`src/rtl/hyperbus_pkg.sv`:
```
// Shared types and default timing limits for the HyperBus arbiter.
// Latency: n/a (declarations only).
// Backpressure: n/a.
package hyperbus_pkg;

    // One-hot arbiter states
    typedef enum logic [3:0] {
        S_IDLE   = 4'b0001,
        S_ISSUE  = 4'b0010,
        S_ACTIVE = 4'b0100,
        S_ERROR  = 4'b1000
    } state_t;

    // Cycles allowed between command issue and the controller raising busy
    localparam int ISSUE_TIMEOUT_DEF = 8;
    // Cycles the controller may hold busy for one transaction
    localparam int TXN_TIMEOUT_DEF   = 1024;

endpackage

```
`src/rtl/hyperbus_rr_pick.sv`:
```
// Round-robin picker: first set request after last_owner, wrapping at NREQ.
// Latency: purely combinational.
// Backpressure: none; caller decides when the pick is consumed.
module hyperbus_rr_pick #(
    parameter int NREQ = 2,
    parameter int IDXW = 1
) (
    input  logic [NREQ-1:0] req,
    input  logic [IDXW-1:0] last_owner,
    output logic [NREQ-1:0] grant_oh,
    output logic [IDXW-1:0] grant_idx
);
    localparam int SW = IDXW + 1;

    logic          found;
    logic [SW-1:0] cand;

    // Scan candidates last_owner+1 .. last_owner+NREQ (mod NREQ), take the first requester
    always_comb begin
        grant_oh  = '0;
        grant_idx = '0;
        found     = 1'b0;
        cand      = '0;
        for (int k = 1; k <= NREQ; k++) begin
            cand = {1'b0, last_owner} + SW'(k);
            if (cand >= SW'(NREQ)) begin
                cand = cand - SW'(NREQ);
            end
            if (!found && req[cand[IDXW-1:0]]) begin
                found                     = 1'b1;
                grant_oh[cand[IDXW-1:0]]  = 1'b1;
                grant_idx                 = cand[IDXW-1:0];
            end
        end
    end

endmodule

```
`src/rtl/hyperbus_arbiter.sv`:
```
// Round-robin arbiter sharing one HyperBus controller among NREQ requesters.
// Latency: gnt one cycle after req is sampled in IDLE; rvalid/rdat one cycle after ctrl_dvalid.
// Backpressure: ctrl_busy holds off new issues; a stuck or failing controller parks the block in ERROR.
module hyperbus_arbiter
    import hyperbus_pkg::*;
#(
    parameter int NREQ          = 2,
    parameter int WIDTH         = 8,
    parameter int ISSUE_TIMEOUT = ISSUE_TIMEOUT_DEF,
    parameter int TXN_TIMEOUT   = TXN_TIMEOUT_DEF
) (
    input  logic                    clk,
    input  logic                    rstn,
    input  logic [NREQ-1:0]         req,
    input  logic [NREQ-1:0]         we,
    input  logic [NREQ-1:0]         reg_space,
    input  logic [32*NREQ-1:0]      adr,
    input  logic [2*WIDTH*NREQ-1:0] wdat,
    output logic [NREQ-1:0]         gnt,
    output logic [NREQ-1:0]         done,
    output logic [NREQ-1:0]         rvalid,
    output logic [2*WIDTH-1:0]      rdat,
    output logic [NREQ-1:0]         err,
    output logic [31:0]             ctrl_adr,
    output logic [2*WIDTH-1:0]      ctrl_dat,
    output logic                    ctrl_reg_space,
    output logic                    ctrl_rrq,
    output logic                    ctrl_wrq,
    input  logic                    ctrl_busy,
    input  logic                    ctrl_dvalid,
    input  logic [2*WIDTH-1:0]      ctrl_rdat,
    input  logic                    ctrl_error,
    output logic                    error_o
);
    localparam int IDXW = (NREQ > 1) ? $clog2(NREQ) : 1;
    localparam int DW   = 2 * WIDTH;
    localparam int CW   = $clog2(TXN_TIMEOUT + 1);

    state_t          state_q, state_d;
    logic            we_l_q, we_l_d;
    logic            rs_q, rs_d;
    logic [31:0]     adr_q, adr_d;
    logic [DW-1:0]   dat_q, dat_d;
    logic [DW-1:0]   rdat_q, rdat_d;
    logic [IDXW-1:0] owner_q, owner_d;
    logic [IDXW-1:0] last_q, last_d;
    logic [NREQ-1:0] gnt_q, gnt_d;
    logic [NREQ-1:0] done_q, done_d;
    logic [NREQ-1:0] rvalid_q, rvalid_d;
    logic [NREQ-1:0] err_q, err_d;
    logic [CW-1:0]   cnt_q, cnt_d;

    logic [NREQ-1:0] win_oh;
    logic [IDXW-1:0] win_idx;
    logic [NREQ-1:0] owner_oh;
    logic            win_we, win_rs;
    logic [31:0]     win_adr;
    logic [DW-1:0]   win_dat;

    hyperbus_rr_pick #(.NREQ(NREQ), .IDXW(IDXW)) u_pick (
        .req        (req),
        .last_owner (last_q),
        .grant_oh   (win_oh),
        .grant_idx  (win_idx)
    );

    // Mux the winning requester's command fields and decode the current owner
    always_comb begin
        win_we   = 1'b0;
        win_rs   = 1'b0;
        win_adr  = '0;
        win_dat  = '0;
        owner_oh = '0;
        for (int p = 0; p < NREQ; p++) begin
            if (win_idx == IDXW'(p)) begin
                win_we  = we[p];
                win_rs  = reg_space[p];
                win_adr = adr[p*32 +: 32];
                win_dat = wdat[p*DW +: DW];
            end
            owner_oh[p] = (owner_q == IDXW'(p));
        end
    end

    // Next-state logic; the timeout counter reloads on each state entry and only counts down to 1
    always_comb begin
        state_d  = state_q;
        we_l_d   = we_l_q;
        rs_d     = rs_q;
        adr_d    = adr_q;
        dat_d    = dat_q;
        owner_d  = owner_q;
        last_d   = last_q;
        cnt_d    = cnt_q;
        err_d    = err_q;
        gnt_d    = '0;
        done_d   = '0;
        rvalid_d = '0;
        rdat_d   = ctrl_dvalid ? ctrl_rdat : rdat_q;

        if (state_q == S_ACTIVE && !we_l_q && ctrl_dvalid) begin
            rvalid_d = owner_oh;
        end

        unique case (state_q)
            S_IDLE: begin
                if (|req && !ctrl_busy) begin
                    state_d = S_ISSUE;
                    we_l_d  = win_we;
                    rs_d    = win_rs;
                    adr_d   = win_adr;
                    dat_d   = win_dat;
                    owner_d = win_idx;
                    last_d  = win_idx;
                    gnt_d   = win_oh;
                    cnt_d   = CW'(ISSUE_TIMEOUT);
                end
            end
            S_ISSUE: begin
                if (ctrl_error) begin
                    state_d = S_ERROR;
                    err_d   = err_q | owner_oh;
                    cnt_d   = '0;
                end else if (ctrl_busy) begin
                    state_d = S_ACTIVE;
                    cnt_d   = CW'(TXN_TIMEOUT);
                end else if (cnt_q <= CW'(1)) begin
                    state_d = S_ERROR;
                    err_d   = err_q | owner_oh;
                    cnt_d   = '0;
                end else begin
                    cnt_d = cnt_q - CW'(1);
                end
            end
            S_ACTIVE: begin
                if (ctrl_error) begin
                    state_d = S_ERROR;
                    err_d   = err_q | owner_oh;
                    cnt_d   = '0;
                end else if (!ctrl_busy) begin
                    state_d = S_IDLE;
                    done_d  = owner_oh;
                    cnt_d   = '0;
                end else if (cnt_q <= CW'(1)) begin
                    state_d = S_ERROR;
                    err_d   = err_q | owner_oh;
                    cnt_d   = '0;
                end else begin
                    cnt_d = cnt_q - CW'(1);
                end
            end
            S_ERROR: begin
                state_d = S_ERROR;
            end
            default: begin
                state_d = S_IDLE;
            end
        endcase
    end

    // State and command registers
    always_ff @(posedge clk or negedge rstn) begin
        if (!rstn) begin
            state_q  <= S_IDLE;
            we_l_q   <= 1'b0;
            rs_q     <= 1'b0;
            adr_q    <= '0;
            dat_q    <= '0;
            rdat_q   <= '0;
            owner_q  <= '0;
            last_q   <= IDXW'(NREQ - 1);
            gnt_q    <= '0;
            done_q   <= '0;
            rvalid_q <= '0;
            err_q    <= '0;
            cnt_q    <= '0;
        end else begin
            state_q  <= state_d;
            we_l_q   <= we_l_d;
            rs_q     <= rs_d;
            adr_q    <= adr_d;
            dat_q    <= dat_d;
            rdat_q   <= rdat_d;
            owner_q  <= owner_d;
            last_q   <= last_d;
            gnt_q    <= gnt_d;
            done_q   <= done_d;
            rvalid_q <= rvalid_d;
            err_q    <= err_d;
            cnt_q    <= cnt_d;
        end
    end

    // Requests are combinational so they fall in the same cycle as ctrl_busy, blocking a re-issue
    assign ctrl_rrq       = !we_l_q & ((state_q == S_ISSUE) | ((state_q == S_ACTIVE) & ctrl_busy));
    assign ctrl_wrq       =  we_l_q & ((state_q == S_ISSUE) | ((state_q == S_ACTIVE) & ctrl_busy));
    assign ctrl_adr       = adr_q;
    assign ctrl_dat       = dat_q;
    assign ctrl_reg_space = rs_q;
    assign gnt            = gnt_q;
    assign done           = done_q;
    assign rvalid         = rvalid_q;
    assign rdat           = rdat_q;
    assign err            = err_q;
    assign error_o        = (state_q == S_ERROR);

endmodule

```
`config.mk`:
```
export PLATFORM = sky130hd
export DESIGN_NAME = hyperbus_arbiter
export DESIGN_NICKNAME = d
export VERILOG_FILES = /design/src/rtl/hyperbus_pkg.sv /design/src/rtl/hyperbus_rr_pick.sv /design/src/rtl/hyperbus_arbiter.sv
export SDC_FILE = /design/constraint.sdc
export NUM_CORES = 1
export LEC_CHECK = 0
export ABC_CLOCK_PERIOD_IN_PS = 2130
export CAP_MARGIN = 15
export CORE_ASPECT_RATIO = 0.75
export CORE_UTILIZATION = 41
export DETAILED_ROUTE_END_ITERATION = 12
export GPL_ROUTABILITY_DRIVEN = 1
export GPL_TIMING_DRIVEN = 0
export HOLD_SLACK_MARGIN = 0.03
export PLACE_DENSITY_LB_ADDON = 0.1
export SYNTH_ARGS = -nofsm -noshare
export SYNTH_HDL_FRONTEND = slang
export SYNTH_SLANG_ARGS = --single-unit
```
`constraint.sdc`:
```
create_clock -name clk -period 2.13 [get_ports clk]
set_input_delay 0.3195 -clock clk [delete_from_list [all_inputs] [get_ports clk]]
set_output_delay 0.3195 -clock clk [all_outputs]
set_load 0.01 [all_outputs]
```
==> flow_summary_export.csv, run 1 <==
group,metric,value,unit
worst_hold_path,whs_endpoint,"err[0]",
clocking,numCtsBuffers,9,
global_route,grt_pass1_wl,18.88,mm
yosys,synthFlopType,"dfrtp_1",
die,io_pins,199,
critical_path,crit_buf_inv,2,
power,clock_power_share,21.4,%
critical_path,rrSetupSlack,120,ps
critical_path,path_cells,"or3b_4 > nor3_4 > buf_4 > buf_2 > a21oi_1",
global_route,met1_usage,26.42,%
power,p_int,4.938,mW
sta,slew_headroom,51.37,%
clocking,cts_root_buf,"clkbuf_16",
yosys,ys_seq_area_share,54.19,%
sta,fin_crit_sh,94.32,%
sta,hold_viol,0,
sta,hold_ws,462.3,ps
placement,place.gp.congestion,0.8496,
yosys,synth_edf_count,0,
clocking,cts_tree,"yes",
critical_path,rr_worst_depth,5,
final_layout,diodes,0,
placement,io_buffer_count,197,
yosys,synth_area_leader_cell,"dfrtp_1",
power,p_leak,2.828,nW
yosys,yosys.cell_count.top_type,"dfrtp_1",
critical_path,critical-path-top-delay-family,"simple AND/OR/NAND/NOR gates",
detailed_routing,drcViolationCount,0,
power,switching_share,33.29,%
yosys,yosysTopAreaCellShare,52.94,%
die,dieArea,0.01067,mm2
detailed_routing,dr.pass1.iters,4,
yosys,postSynthAreaPerCell,10.79,um2
global_route,busiest_layer,"met2",
yosys,synth_seq_cells,91,
sta,finClkSkew,6.985,ps
critical_path,reg2reg_from,"state_q[0]",
yosys,synth_common_cells,"dfrtp_1 (89), nor2_1 (62), a21oi_1 (53)",
sta,rsz0062_at_grt,"no",
sta,finalSetupViolations,0,
sta,final.setup.tns,0,ps
detailed_routing,via_count,3739,
clocking,clkTransAtPathRegs,60,ps
sta,tightest_slew,723.9,ps
worst_hold_path,whs_path_depth,2,
yosys,yosys_warnings,0,
critical_path,crit_path_end_kind,"register",
final_layout,instances_no_fill,736,
die,coreArea,0.009813,mm2
global_route,antenna_found_initial,0,
die,die_h,89.72,um
power,combPwrFrac,42.2,%
global_route,grt_overflow,0,
critical_path,cp_slowest_cell,"dfstp_2",
critical_path,arrival,2210,ps
final_layout,area_growth,59.01,%
job,drv_cap,0,
final_layout,regArea,0.002281,mm2
power,p_seq_share,36.4,%
global_route,grt_max_degree,52,
detailed_routing,drt_iter0_markers,177,
clocking,clock_path_buffers,2,
yosys,syn_area,0.004207,mm2
critical_path,r2r_end,"ctrl_dat[8]",
detailed_routing,routed_wl,11.73,mm
critical_path,worstPathRequired,2340,ps
critical_path,critPathMaxStageDelay,600,ps
clocking,cts.sinks,91,
run_status,status,"finished clean",
yosys,syn-num-nets,515,
detailed_routing,wl_per_cell,15.94,um
yosys,syn-instance-count,390,
yosys,ys_types,47,
global_route,met3_usage,9.962,%
critical_path,crit_type,"reg2reg",
detailed_routing,vias_per_cell,5.080,
sta,slew_violations,0,
die,rows,31,
clocking,cts_max_level,3,
global_route,gr-usage-met2,36.79,%
final_layout,n_fill_cell,762,
detailed_routing,postRouteAntennaNets,0,
power,p_sw,2.464,mW
power,power.density,1107,mW/mm2
global_route,grt_pass1_vias,3783,
sta,min_period,2009,ps
die,initial_core_util,42.87,%
final_layout,utilization,68.16,%
worst_hold_path,hold_path.class,"reg2reg",
worst_hold_path,hold_start,"err[0]",
clocking,insertion_delay,330,ps
critical_path,crit_fanout,10,
final_layout,nets,725,
power,max-vdd-ir-drop,571.7,uV
final_layout,multi_input_area,0.001769,mm2
placement,dp.cells,720,
critical_path,startpoint_type,"register",
die,die_w,119.0,um
global_route,track_usage,22.67,%
final_layout,final_layout_size_suffix_gt1_share,10.43,%
yosys,synthArstFlopShare,100.0,%
sta,max_clock_freq,0.4978,GHz
placement,dp_hpwl,8.767,mm
yosys,yosys-top-cells-area,"dfrtp_1 (53%), mux2i_1 (12%), a21oi_1 (6.3%)",
[layout make-up]
| class | instances | share of cell area (%) |
|---|---|---|
| inverter | 11 | 0.6173 |
| multi-input combinational | 264 | 26.45 |
| buffer | 24 | 1.964 |
| tap | 132 | 2.469 |
| clock buffer | 13 | 3.891 |
| timing repair buffer | 199 | 29.98 |
| sequential | 91 | 34.10 |
| clock inverter | 2 | 0.5238 |
[kinds of logic (layout without fill, tap and decap cells)]
kind of cell             Yosys count  count (layout)  synth area share, %
AO/OA/AOI/OAI                     88              88                12.28
XOR/XNOR                           2               2               0.4165
adder cells (fa/ha/maj)            2               2               0.5948
buffers and inverters             35             249                4.105
flip-flops                        91              91                54.19
multiplexers                      67              67                16.45
AND/OR/NAND/NOR                  105             105                11.96
[timing repair]
item | in CTS | in global routing
hold buffers | 1 | 0
setup endpoints to repair | 3 | 1
setup buffers | 0 | 0
endpoints found under the hold margin | 40 | 0
pin swaps | 0 | 0
resized for setup | 5 | 2
[state kept, by name, summed over array words and instances (netlist names)]
register,count
gnt,2
ctrl_dat,16
rdat,16
ctrl_reg_space,1
owner_q,1
ctrl_adr,32
done,2
last_q,1
cnt_q,11
rvalid,2
state_q,4
err,2
we_l_q,1
[layer usage]
metal  up-vias  wire, um
li1       1790         -
met1      1742      4746
met2       180      5406
met3        27      1300
met4         0       280
met5         -         0
[tightest hold or removal path: stages (launching register included)]
cell and delay [ps]:
dfrtp_1 340, inv_1 40, o31ai_1 50
[worst max-delay path by stage]
stage	startpoint	endpoint	cells past startpoint
6_report	state_q[0]	ctrl_dat[8]	5
3_5_place_dp	req[1]	ctrl_adr[29]	6
3_3_place_gp	rstn	ctrl_adr[5]	1
5_1_grt	state_q[0]	ctrl_dat[5]	5
2_1_floorplan	cnt_q[0]	cnt_q[10]	5
4_1_cts	state_q[1]	error_o	3
[metrics by stage]
stage	total power [mW]	setup slack [ps]	instance area, um2
3_3_place_gp	5.723	-2599	6344
2_1_floorplan	4.166	389.9	4207
6_report	7.401	121.0	6689
4_1_cts	7.460	6.094	6685
5_1_grt	7.863	34.77	6689
3_5_place_dp	5.826	-114.8	6369
[layout by cell type (no fill, tap or decap), types with 3 or more instances in the layout]
cell type	synthesis	final
dlygate4sd2_1	0	3
buf_2	15	15
nand4_1	3	3
o221ai_1	3	3
nor3_1	4	4
a31oi_1	10	10
clkdlybuf4s50_1	0	192
mux2_2	17	17
nand2_1	8	8
dfrtp_1	89	88
mux2i_1	50	50
nand3_1	7	7
nor2_1	62	62
nand2b_1	3	3
clkbuf_16	0	9
buf_4	4	5
inv_1	11	11
o21ai_0	3	3
clkbuf_1	3	5
a21oi_1	53	53
o21bai_1	4	4
[power groups by stage]
stage	sequential [mW]	clock, mW	combinational (mW)
floorplan	2.90	0	1.27
global placement	2.67	0	3.05
detailed placement	2.71	0	3.12
CTS	2.69	1.62	3.15
global route	2.78	1.68	3.40
finish	2.69	1.59	3.12
(Power assumes the default switching activity.)
==> run 2, diff against run 1 <==
- CTS_CLUSTER_DIAMETER: unset -> 120
==> results of run 2 <==
Final layout, timing and power as in run 1 (identical DEF).
==> run 3, diff against run 2 <==
- ABC_AREA: unset -> 0
==> results of run 3 <==
Final layout, timing and power as in run 1 (identical DEF).
